`src/rtl/fread_responder_if.sv`:
```
// rtl/fread_responder_if.sv - request/response stream bundle for the fread responder
interface fread_responder_if;
  logic        req_valid;
  logic        req_ready;
  logic [31:0] req_offset;
  logic [7:0]  resp_data;
  logic        resp_valid;
  logic        resp_ready;

  modport master (
    output req_valid, req_offset, resp_ready,
    input  req_ready, resp_data, resp_valid
  );

  modport slave (
    input  req_valid, req_offset, resp_ready,
    output req_ready, resp_data, resp_valid
  );
endinterface

```
`src/rtl/fread_responder.sv`:
```
// rtl/fread_responder.sv - streams CHUNK_LEN bytes from a 16-bit word memory per offset request
// Optional chunk checksum output csum enabled by FREAD_RESP_CSUM_EN.
module fread_responder #(
  parameter int CHUNK_LEN = 2048,
  parameter int MEM_WORDS = 6144,
  parameter int AW        = 13
) (
  input  logic          clk,
  input  logic          rst_n,
  fread_responder_if.slave bus,
  output logic          pw_end,
  output logic          busy,
  output logic          oob,
  output logic [AW-1:0] mem_addr,
  input  logic [15:0]   mem_rdata
`ifdef FREAD_RESP_CSUM_EN
  ,
  output logic [15:0]   csum
`endif
);

  localparam logic [31:0] BYTE_LIMIT = 32'(2 * MEM_WORDS);

  typedef enum logic [2:0] {
    S_IDLE,
    S_FETCH,
    S_WAIT,
    S_SEND,
    S_DONE
  } state_t;

  state_t        state, state_next;
  logic [31:0]   ptr;
  logic [15:0]   rem;
  logic [15:0]   word;
  logic [7:0]    resp_data_q;
  logic [AW-1:0] mem_addr_q;
  logic          req_ready_q;
  logic          oob_q;
  logic          cur_oob;
  logic          accept;
  logic          xfer;
  logic [31:0]   ptr_inc;
  logic [31:0]   fetch_ptr;

  // Out-of-range bytes read as 0xFF regardless of what the memory returned.
  function automatic logic [7:0] pick(input logic [31:0] p, input logic [15:0] w);
    if (p >= BYTE_LIMIT) return 8'hFF;
    return p[0] ? w[15:8] : w[7:0];
  endfunction

  assign ptr_inc   = ptr + 32'd1;
  assign fetch_ptr = accept ? bus.req_offset : ptr_inc;

  always_comb begin
    state_next = state;
    accept     = 1'b0;
    xfer       = 1'b0;
    case (state)
      S_IDLE: begin
        if (bus.req_valid && req_ready_q) begin
          accept     = 1'b1;
          state_next = S_FETCH;
        end
      end
      S_FETCH: state_next = S_WAIT;
      S_WAIT:  state_next = S_SEND;
      S_SEND: begin
        if (bus.resp_ready) begin
          xfer = 1'b1;
          if (rem == 16'd1)     state_next = S_DONE;
          else if (ptr_inc[0]) state_next = S_SEND;
          else                 state_next = S_FETCH;
        end
      end
      S_DONE:  state_next = S_IDLE;
      default: state_next = S_IDLE;
    endcase
  end

  always_ff @(posedge clk) begin
    if (!rst_n) begin
      state       <= S_IDLE;
      ptr         <= 32'd0;
      rem         <= 16'd0;
      word        <= 16'd0;
      resp_data_q <= 8'd0;
      mem_addr_q  <= '0;
      req_ready_q <= 1'b0;
      oob_q       <= 1'b0;
      cur_oob     <= 1'b0;
    end else begin
      state       <= state_next;
      req_ready_q <= (state_next == S_IDLE);
      if (state_next == S_FETCH) mem_addr_q <= fetch_ptr[AW:1];
      if (accept) begin
        ptr   <= bus.req_offset;
        rem   <= 16'(CHUNK_LEN);
        oob_q <= 1'b0;
      end
      if (state == S_WAIT) begin
        word        <= mem_rdata;
        resp_data_q <= pick(ptr, mem_rdata);
        cur_oob     <= (ptr >= BYTE_LIMIT);
      end
      if (xfer) begin
        ptr <= ptr_inc;
        rem <= rem - 16'd1;
        if (cur_oob) oob_q <= 1'b1;
        // High byte of the word already held; no refetch needed.
        if (state_next == S_SEND) begin
          resp_data_q <= pick(ptr_inc, word);
          cur_oob     <= (ptr_inc >= BYTE_LIMIT);
        end
      end
    end
  end

`ifdef FREAD_RESP_CSUM_EN
  logic [15:0] csum_q;

  always_ff @(posedge clk) begin
    if (!rst_n)    csum_q <= 16'd0;
    else if (accept) csum_q <= 16'd0;
    else if (xfer)   csum_q <= csum_q + {8'd0, resp_data_q};
  end

  assign csum = csum_q;
`endif

  assign bus.req_ready  = req_ready_q;
  assign bus.resp_valid = (state == S_SEND);
  assign bus.resp_data  = resp_data_q;
  assign pw_end         = (state == S_DONE);
  assign busy           = (state != S_IDLE);
  assign oob            = oob_q;
  assign mem_addr       = mem_addr_q;

endmodule

```
`src/flat_wrapper.sv`:
```
// flat-port wrapper written by rule: the top's interface ports become plain ports
module fread_responder_flat 
#(
  parameter int CHUNK_LEN = 2048,
  parameter int MEM_WORDS = 6144,
  parameter int AW        = 13
)
  (clk, rst_n, pw_end, busy, oob, mem_addr, mem_rdata, bus_req_valid, bus_req_offset, bus_resp_ready, bus_req_ready, bus_resp_data, bus_resp_valid);
  fread_responder_if bus_i ();
  input  logic clk;
  input  logic rst_n;
  output logic pw_end;
  output logic busy;
  output logic oob;
  output logic [AW-1:0] mem_addr;
  input  logic [15:0] mem_rdata;
  input wire logic [$bits(bus_i.req_valid)-1:0] bus_req_valid;
  input wire logic [$bits(bus_i.req_offset)-1:0] bus_req_offset;
  input wire logic [$bits(bus_i.resp_ready)-1:0] bus_resp_ready;
  output wire logic [$bits(bus_i.req_ready)-1:0] bus_req_ready;
  output wire logic [$bits(bus_i.resp_data)-1:0] bus_resp_data;
  output wire logic [$bits(bus_i.resp_valid)-1:0] bus_resp_valid;
  assign bus_i.req_valid = bus_req_valid;
  assign bus_i.req_offset = bus_req_offset;
  assign bus_i.resp_ready = bus_resp_ready;
  assign bus_req_ready = bus_i.req_ready;
  assign bus_resp_data = bus_i.resp_data;
  assign bus_resp_valid = bus_i.resp_valid;
  fread_responder #(.CHUNK_LEN(CHUNK_LEN), .MEM_WORDS(MEM_WORDS), .AW(AW)) u_core (.clk(clk), .rst_n(rst_n), .bus(bus_i), .pw_end(pw_end), .busy(busy), .oob(oob), .mem_addr(mem_addr), .mem_rdata(mem_rdata));
endmodule
```
`config.mk`:
```
export PLATFORM = sky130hd
export DESIGN_NAME = fread_responder_flat
export DESIGN_NICKNAME = d
export VERILOG_FILES = /design/src/rtl/fread_responder_if.sv /design/src/rtl/fread_responder.sv /design/src/flat_wrapper.sv
export SDC_FILE = /design/constraint.sdc
export NUM_CORES = 1
export LEC_CHECK = 0
export BUFFER_PORTS_ARGS = -buffer_cell sky130_fd_sc_hd__buf_2
export CAP_MARGIN = 25
export CORE_MARGIN = 2
export CORE_UTILIZATION = 50
export CTS_BUF_LIST = sky130_fd_sc_hd__clkbuf_8
export CTS_CLUSTER_DIAMETER = 100
export DETAILED_ROUTE_END_ITERATION = 8
export GPL_TIMING_DRIVEN = 0
export PLACE_DENSITY = 0.72
export SLEW_MARGIN = 20
export SYNTH_ARGS = -nofsm -noshare
export SYNTH_HDL_FRONTEND = slang
export SYNTH_SLANG_ARGS = --single-unit
```
`constraint.sdc`:
```
create_clock -name clk -period 2.8 [get_ports clk]
set_input_delay 0.42 -clock clk [delete_from_list [all_inputs] [get_ports clk]]
set_output_delay 0.42 -clock clk [all_outputs]
set_load 0.005 [all_outputs]
```
==> results of run 1 <==
-- timing repair --
item                       in CTS  in global routing
pin swaps                       1                  1
gates resized for setup         0                  9
setup endpoints to repair       9                 27
buffers inserted                1                  3
-- metrics by stage --
step / cell area, um^2 / setup WS, ns / instances
after floorplan: 5040 / 0.413 / 661
after global placement: 5590 / -0.208 / 871
after detailed placement: 5600 / -0.286 / 871
after CTS: 5800 / 0.0155 / 888
after global routing: 5860 / 0.00606 / 891
final: 5860 / 0.112 / 891
-- sequential cells by signal, indices dropped and copies added, names as in the netlist --
name                  flops
u_core.ptr               32
u_core.rem               16
u_core.word              16
u_core.mem_addr          13
u_core.bus.resp_data      8
u_core.state              3
u_core.bus.req_ready      1
u_core.cur_oob            1
u_core.oob                1
-- path summary, 6_finish.rpt --
path | startpoint | to | slack (ns) | cells after the start
worst max-delay path | u_core.ptr[1] | u_core.cur_oob | 0.11 | 10
worst min-delay path | mem_rdata[11] | u_core.word[11] | 0.28 | 3
worst max register to register | u_core.ptr[1] | u_core.cur_oob | 0.11 | 10
worst min register to register | u_core.mem_addr[4] | u_core.mem_addr[4] | 0.46 | 2
-- cell type report --
cell class | instances | area, um^2 | share of cell area [%]
multi-input cells | 513 | 3030 | 51.8
flip-flops and latches | 91 | 1820 | 31.1
repair buffers | 81 | 428 | 7.30
plain buffers | 50 | 209 | 3.56
well taps | 133 | 166 | 2.84
clock buffers | 9 | 124 | 2.11
clock inverters | 7 | 52.6 | 0.896
inverters | 7 | 26.3 | 0.448
-- cells in the mapped netlist (7+ instances only) --
master      n
nor4_1     15
a22oi_1     7
mux2i_1    20
xnor2_1    14
dfxtp_1    91
o21ai_0    34
clkbuf_1   31
nor3_1     20
and3_1      8
a31oi_1     8
a221oi_1   12
a21oi_1    77
nand2_1   107
nand3_1    15
buf_2      10
nor2_1     73
nand4_1    14
-- routing by layer --
| layer | part of all wire, % | global-route usage (%) | vias up | routed length [um] |
|---|---|---|---|---|
| met5 | 0 | 0 | - | 0 |
| met4 | 2.4 | 10.3 | 0 | 386 |
| met3 | 8.1 | 4.64 | 31 | 1290 |
| met2 | 45 | 44.6 | 252 | 7130 |
| met1 | 44 | 41.1 | 2519 | 7020 |
| li1 | - | - | 2570 | - |
-- worst reg2reg max path: stages, from the launching register on --
cell and delay, ns:
dfxtp_1 0.44, ha_2 0.29, nand3_4 0.15, nor3_4 0.30, buf_4 0.19, nand3_1 0.08
xor2_1 0.29, nand4_1 0.20, nor4_4 0.36, buf_12 0.18, a211oi_1 0.05
-- power by group --
part           switching, mW  internal, mW
clock                  0.522         0.330
sequential            0.0659          1.37
combinational          0.355         0.211
total                  0.943          1.91
-- kinds of logic after synthesis --
logic type | after synthesis
adder cells (fa/ha/maj) | 4
buffers and inverters | 57
AO/OA/AOI/OAI | 168
XOR/XNOR | 19
flip-flops | 91
multiplexers | 22
AND/OR/NAND/NOR | 300
==> results.json, run 1 <==
{
  "relSlewSlack_pct": 47.4,
  "numCtsBuffers": 9,
  "fmaxAchievable_mhz": 372,
  "io_pins": 78,
  "drv_cap": 0,
  "port-buffer-count": 77,
  "core-area_um2": 9770,
  "synth_top_cell_by_area": "dfxtp_1",
  "routed_wl_um": 15800,
  "wl_per_cell_um": 17.8,
  "crit_fanout": 9,
  "yosysWarnings": 0,
  "groute.usage.overall_pct": 29.0,
  "netlist_area_um2": 5040,
  "synthXorXnorAreaFrac_pct": 3.30,
  "yosysSeqAreaShare_pct": 36.2,
  "clkTransAtPathRegs_ns": 0.10,
  "final.setup_skew_ns": 0.0124,
  "antenna_found_initial": 0,
  "leakage_nw": 2.23,
  "setup_total_negative_slack_ns": 0,
  "initial_utilization_pct": 51.5,
  "synth.mux.area_fraction_pct": 4.42,
  "synth_top_area_share_pct": 36.2,
  "power_mw": 2.85,
  "synth_compound_area_share_pct": 20.5,
  "die_area_um2": 10900,
  "path_cells": "ha_2, nand3_4, nor3_4, buf_4, nand3_1, xor2_1, nand4_1, nor4_4, buf_12, a211oi_1",
  "synth_top_family_by_area": "simple AND/OR/NAND/NOR gates",
  "synth_seq_cells": 91,
  "drive_above_1_share_pct": 18.3,
  "drc": 0,
  "die_h_um": 104,
  "grt_max_degree": 17,
  "whs_ns": 0.281,
  "postCtsHoldBufs": 0,
  "cts_root_buf": "clkbuf_8",
  "clk_path_buf_depth": 2,
  "grt_pass1_vias": 4876,
  "grt-ovfl-total": 0,
  "rows": 36,
  "crit_path_start_kind": "flop",
  "grt_first_pass_wirelength_um": 25200,
  "n_antenna_cell": 0,
  "synthAdderAreaFrac_pct": 0.993,
  "grt_setup_unrepaired": "false",
  "synth_flop_cell": "dfxtp_1",
  "synth.net_count": 717,
  "worstPathArrival_ns": 2.93,
  "status": "finished clean",
  "clock_latency_ns": 0.38,
  "dp.final_hpwl_um": 11500,
  "cp_top_family": "simple AND/OR/NAND/NOR gates",
  "worstSetupPathType": "flop to flop",
  "ir_worst_vdd_uv": 238,
  "viasPerCell": 6.03,
  "crit_path_end_kind": "flop",
  "ys_types": 61,
  "syn_area_per_cell_um2": 7.62,
  "drt_iter0_drc": 473,
  "power_density_nw_per_um2": 487,
  "worst_ep_required_time_ns": 3.04,
  "synth-async-reset-ratio_pct": 0,
  "routed-via-count": 5372,
  "h-tree-depth": 3,
  "layout_common_cells": "nand2_1 (107), dfxtp_1 (91), buf_2 (87), a21oi_1 (77), nor2_1 (73)",
  "tightest_slew_ns": 0.789,
  "hp-class": "input port to flop",
  "synth_edf_count": 0,
  "path_buf_inv": 2,
  "critPathSlowestCell": "dfxtp_1",
  "cts_num_sinks": 91,
  "hold_viol": 0,
  "synthTopCellsByArea": "dfxtp_1 (36%), nand2_1 (8.0%), a21oi_1 (7.6%)",
  "dr.pass1.iters": 7,
  "period_needed_ns": 2.69,
  "syn_inst": 661,
  "fillers": 937,
  "maxSlewViolCount": 0,
  "final_util_pct": 60.0,
  "crit_path_max_incr_delay_ns": 0.44,
  "synthSimpleGateAreaFrac_pct": 30.0,
  "nets": 809,
  "gp_congestion": 0.972,
  "syn2layout_area_growth_pct": 16.3,
  "cts_tree": "done",
  "antenna_left": 0,
  "layout.cells.most_common": "nand2_1",
  "setup_viol": 0,
  "die_w_um": 104,
  "min_period_over_period_pct": 96.0
}
Power figures use the tool's default switching activity.
==> run 2: changes to the inputs <==
Settings changed: CELL_PAD_IN_SITES_DETAIL_PLACEMENT from default to 0, CELL_PAD_IN_SITES_GLOBAL_PLACEMENT from default to 1, CORE_UTILIZATION 50 to 43, PLACE_DENSITY 0.72 to default, PLACE_DENSITY_LB_ADDON from default to 0.1.
==> run 2 against run 1 <==
Net effect: clock power grew 0.8%; clock-buffer cell count grew 1; fmax grew 0.36%; combinational power is essentially flat; final area grew 0.13%; wire length grew 1.2%; critical path type unchanged.
==> results.json, run 2 (synthesis gave the netlist of run 1 again) <==
{
  "status": "finished clean",
  "clkTransAtPathRegs_ns": 0.10,
  "initial_utilization_pct": 44.1,
  "final_cell_area_um2": 5870,
  "die_h_um": 112,
  "rows": 39,
  "drc": 0,
  "timing.rr.start": "u_core.ptr[3]",
  "crit_path_end_kind": "flop",
  "worst_ep_required_time_ns": 3.04,
  "cts_num_sinks": 91,
  "grt-ovfl-total": 0,
  "hp-class": "input port to flop",
  "dp.final_hpwl_um": 11500,
  "period_needed_ns": 2.68,
  "leakage_nw": 2.22,
  "routed-via-count": 5231,
  "layout.cells.most_common": "nand2_1",
  "fmaxAchievable_mhz": 373,
  "grt_pass1_vias": 4868,
  "cp-startpoint": "u_core.ptr[3]",
  "maxSlewViolCount": 0,
  "port-buffer-count": 77,
  "dr.pass1.iters": 6,
  "n_antenna_cell": 0,
  "clock_latency_ns": 0.38,
  "drive_above_1_share_pct": 18.1,
  "power_density_nw_per_um2": 487,
  "numCtsBuffers": 9,
  "fillers": 1181,
  "regMostFlops": "u_core.ptr",
  "worstPathArrival_ns": 2.92,
  "antenna_left": 0,
  "wl_per_cell_um": 17.8,
  "relSlewSlack_pct": 49.2,
  "die_area_um2": 12600,
  "viasPerCell": 5.81,
  "cts_tree": "done",
  "nets": 809,
  "seq_area_um2": 1820,
  "layout_common_cells": "nand2_1 (107), dfxtp_1 (91), buf_2 (87), a21oi_1 (77), nor2_1 (73)",
  "gp_congestion": 0.932,
  "placed_area_um2": 5620,
  "multiInputGateArea_um2": 3030,
  "h-tree-depth": 3,
  "hold_viol": 0,
  "clk_path_buf_depth": 2,
  "grt_setup_unrepaired": "false",
  "grt_first_pass_wirelength_um": 25100,
  "die_w_um": 112,
  "min_period_over_period_pct": 95.6,
  "drv_cap": 0,
  "routed_wl_um": 16000,
  "setup_viol": 0,
  "worstSetupPathType": "flop to flop",
  "crit_fanout": 10,
  "ir_worst_vdd_uv": 287,
  "top_regs": "u_core.ptr x32, u_core.rem x16, u_core.word x16",
  "cts_root_buf": "clkbuf_8",
  "core-area_um2": 11400,
  "io_pins": 78,
  "crit_path_start_kind": "flop",
  "final.setup_skew_ns": 0.0110,
  "antenna_found_initial": 0,
  "dp.cells": 881,
  "largest_reg_flops": 32,
  "groute.usage.overall_pct": 25.3,
  "final_cells": 901,
  "grt_max_degree": 16,
  "drt_iter0_drc": 318,
  "min_from": "bus_req_offset[18]",
  "syn2layout_area_growth_pct": 16.5,
  "tightest_slew_ns": 0.762
}
==> run 2: cell count changes in the layout (fill, tap and decap cells not counted), sizes merged <==
cell	change
clkbuf	+1
clkinvlp	+2
inv	-1
clkinv	-2
==> run 2: worst max-delay path, stage by stage, from the launching register on <==
cell and delay (ns):
dfxtp_1 0.49, and4_2 0.32, nand4_2 0.32, nor4_1 0.42
mux2i_1 0.23, nand4_1 0.18, nor4_4 0.34, buf_12 0.17
a211oi_1 0.05
==> run 2: repair_timing <==
| action | CTS | global route |
|---|---|---|
| endpoints found under the setup margin | 9 | 35 |
| hold buffers | 0 | 0 |
| pin swaps | 1 | 1 |
| setup buffers | 1 | 3 |
| resized for setup | 0 | 7 |
==> run 2: cell type report <==
type	count	area share, %
multi-input cells	513	51.6
flip-flops and latches	91	31.0
repair buffers	81	7.29
plain buffers	50	3.56
well taps	143	3.05
clock buffers	10	2.34
clock inverters	6	0.703
inverters	7	0.448
==> run 2: per-stage QoR <==
stage	utilization, %	worst slack, ns	hold slack [ns]	TNS, ns	total power, mW
2_1_floorplan	-	0.413	0.436	0	1.81
3_3_place_gp	49.1	-0.171	0.439	-1.44	2.01
3_5_place_dp	49.2	-0.169	0.443	-1.37	2.02
4_1_cts	50.9	0.0601	0.266	0	2.88
5_1_grt	51.4	0.0224	0.280	0	3.00
6_report	51.4	0.122	0.280	0	2.86
==> run 2: worst paths after layout <==
kind	endpoint	slack [ns]	depth (start not counted)
worst max-delay path	u_core.cur_oob	0.12	8
worst min-delay path	u_core.ptr[18]	0.28	3
worst max register to register	u_core.cur_oob	0.12	8
worst min register to register	u_core.word[7]	0.46	2
==> run 2: metal layers <==
layer / track usage, % / up-vias / routed length, um
met4: 10.4 / 0 / 328
met1: 33.5 / 2474 / 7120
met3: 3.89 / 21 / 985
met2: 41.2 / 172 / 7570
li1: - / 2564 / -
met5: 0 / - / 0
==> run 2: power by group <==
| group | internal (mW) | total [mW] | switching (mW) |
|---|---|---|---|
| Combinational | 0.212 | 0.566 | 0.354 |
| Clock | 0.347 | 0.858 | 0.511 |
| Sequential | 1.37 | 1.43 | 0.0646 |
| Total | 1.93 | 2.86 | 0.930 |
==> run 3: changes to the inputs <==
Settings changed: CORE_UTILIZATION 43 to 39.
Clock period 2.8 ns to 2.2 ns, I/O delays scaled along.
==> run 3 against run 2 <==
Net effect: hold slack worse by 0.10 ns; critical path type unchanged; critical path depth up 3; register-to-register slack worse by 0.33 ns; largest power group unchanged; fmax up 11%; sequential power up 29%; largest cell class unchanged; the flow now finishes with violations (setup timing); non-clock buffer count up 32.
==> results.json, run 3 (synthesis gave the netlist of run 1 again) <==
{
  "crit_path_end": "u_core.bus.resp_data[3]",
  "min_period_over_period_pct": 109,
  "rr_endpoint": "u_core.bus.resp_data[3]",
  "hp-class": "input port to flop",
  "clock_power_share_pct": 29.8,
  "initial_utilization_pct": 39.9,
  "cp-startpoint": "u_core.ptr[1]",
  "clkTransAtPathRegs_ns": 0.09,
  "period_needed_ns": 2.41,
  "core-area_um2": 12600,
  "largest_reg_flops": 32,
  "syn2layout_area_growth_pct": 31.2,
  "internal_power_mw": 2.56,
  "regMostFlops": "u_core.ptr",
  "gp_congestion": 0.891,
  "clock_latency_ns": 0.39,
  "status": "finished with violations",
  "sw_frac_of_total_pct": 32.5,
  "power_density_nw_per_um2": 574,
  "worst_ep_required_time_ns": 2.48,
  "met1Wirelength_um": 7550,
  "fillers": 1270,
  "dp.final_hpwl_um": 11600,
  "top_regs": "u_core.ptr x32, u_core.rem x16, u_core.word x16",
  "reg2reg_slack_ns": -0.21,
  "cts_root_buf": "clkbuf_8",
  "routed_wl_um": 17000,
  "fmaxAchievable_mhz": 415,
  "layout.cells.most_common": "nand2_1",
  "antenna_found_initial": 0,
  "wl_per_cell_um": 17.7,
  "ir_worst_vdd_uv": 263,
  "cts_tree": "done",
  "maxSlewViolCount": 0,
  "final_cells": 962,
  "crit_path_start_kind": "flop",
  "grt_setup_unrepaired": "true",
  "h-tree-depth": 3,
  "power_mw": 3.80,
  "routed-via-count": 5411,
  "die_area_um2": 13800,
  "grt_first_pass_wirelength_um": 27000,
  "violations": "setup timing",
  "relSlewSlack_pct": 51.9,
  "timing.rr.start": "u_core.ptr[1]",
  "reg2regPathDepth": 11,
  "port-buffer-count": 77,
  "drive_above_1_share_pct": 32.0,
  "tightest_slew_ns": 0.722,
  "groute.usage.overall_pct": 24.4,
  "drv_cap": 0,
  "worstSetupPathType": "flop to flop",
  "die_h_um": 118,
  "wl_met3_um": 993,
  "crit_fanout": 5,
  "final.setup_skew_ns": 0.0102,
  "clk_path_buf_depth": 2,
  "worstPathArrival_ns": 2.69,
  "crit_path_end_kind": "flop",
  "leakage_nw": 2.56,
  "setup_total_negative_slack_ns": -1.76,
  "grt-ovfl-total": 0,
  "nets": 841,
  "whs_ns": 0.178,
  "grt_pass1_vias": 5055,
  "setup_viol": 9,
  "layout_common_cells": "nand2_1 (105), buf_2 (82), nor2_1 (71), dfxtp_1 (68), a21oi_1 (66)",
  "power.switching_mw": 1.23,
  "pwr-share-seq_pct": 48.5,
  "rows": 41,
  "drc": 0,
  "wl_met2_um": 8140,
  "numCtsBuffers": 9,
  "drt_iter0_drc": 461,
  "viasPerCell": 5.62,
  "top_layer": "met4",
  "grt_max_degree": 16,
  "combPwrFrac_pct": 21.7,
  "hold_viol": 0,
  "dp.cells": 910,
  "die_w_um": 118,
  "dr.pass1.iters": 5,
  "antenna_left": 0,
  "fin_ws_ns": -0.209,
  "n_antenna_cell": 0,
  "cts_num_sinks": 91,
  "io_pins": 78
}
[run 3: cell count changes in the layout (fill, tap and decap cells not counted), moves of 8 or more]
cell	delta
dfxtp_2	+17
clkbuf_1	-17
a21oi_1	-11
buf_4	+32
dfxtp_1	-23
clkbuf_2	+9
buf_6	+8
a21oi_2	+11
[run 3: layout make-up]
| type | count | area, um^2 | area share [%] |
|---|---|---|---|
| Timing Repair Buffer | 118 | 743 | 11.2 |
| Inverter | 7 | 26.3 | 0.397 |
| Tap cell | 172 | 215 | 3.25 |
| Clock inverter | 5 | 35.0 | 0.530 |
| Sequential cell | 91 | 1870 | 28.2 |
| Buffer | 45 | 268 | 4.05 |
| Multi-Input combinational cell | 513 | 3310 | 50.0 |
| Clock buffer | 11 | 151 | 2.29 |
[run 3: worst max-delay path, cell delays in order, from the launching register on]
cell and delay [ns]:
dfxtp_4 0.39, ha_4 0.17, nand3_4 0.12, nor3_4 0.29, buf_6 0.16, nand4_1 0.14, mux2i_1 0.19, nand4_1 0.17
nor4_4 0.30, buf_4 0.18, clkbuf_16 0.14, a21oi_2 0.04
[run 3: power by group through the flow]
stage / combinational, mW / clock (mW) / sequential (mW)
after global routing: 0.909 / 1.24 / 1.85
final: 0.824 / 1.13 / 1.84
after detailed placement: 0.712 / 0 / 1.86
after floorplan: 0.457 / 0 / 1.85
after CTS: 0.747 / 1.16 / 1.83
after global placement: 0.702 / 0 / 1.86
[run 3: repair_timing]
action	4_1_cts	5_1_grt
hold buffers	0	0
gates resized for setup	57	71
pin swaps	11	27
setup endpoints to repair	76	78
gates cloned	0	1
buffers inserted	10	30
[run 3: worst min-delay path by stage]
stage,end,slack (ns),from,cells past startpoint
global placement,u_core.mem_addr[5],0.44,u_core.mem_addr[5],2
detailed placement,u_core.mem_addr[0],0.45,u_core.mem_addr[0],2
finish,u_core.ptr[24],0.18,bus_req_offset[24],3
CTS,u_core.word[8],0.17,mem_rdata[8],3
global route,u_core.word[13],0.18,mem_rdata[13],3
floorplan,u_core.word[10],0.44,u_core.word[10],2
[run 3: per-layer routing]
layer	track usage, %	vias to the layer above
met5	0	-
met4	9.56	0
met3	3.92	21
met2	39.5	165
met1	32.5	2584
li1	-	2641
[run 3: stage by stage]
step	utilization [%]	area (um^2)	worst slack [ns]
global placement	45.0	5680	-0.601
finish	52.4	6610	-0.209
CTS	48.7	6140	-0.118
detailed placement	45.1	5690	-0.602
global route	52.4	6610	-0.319
floorplan	-	5080	0.00260
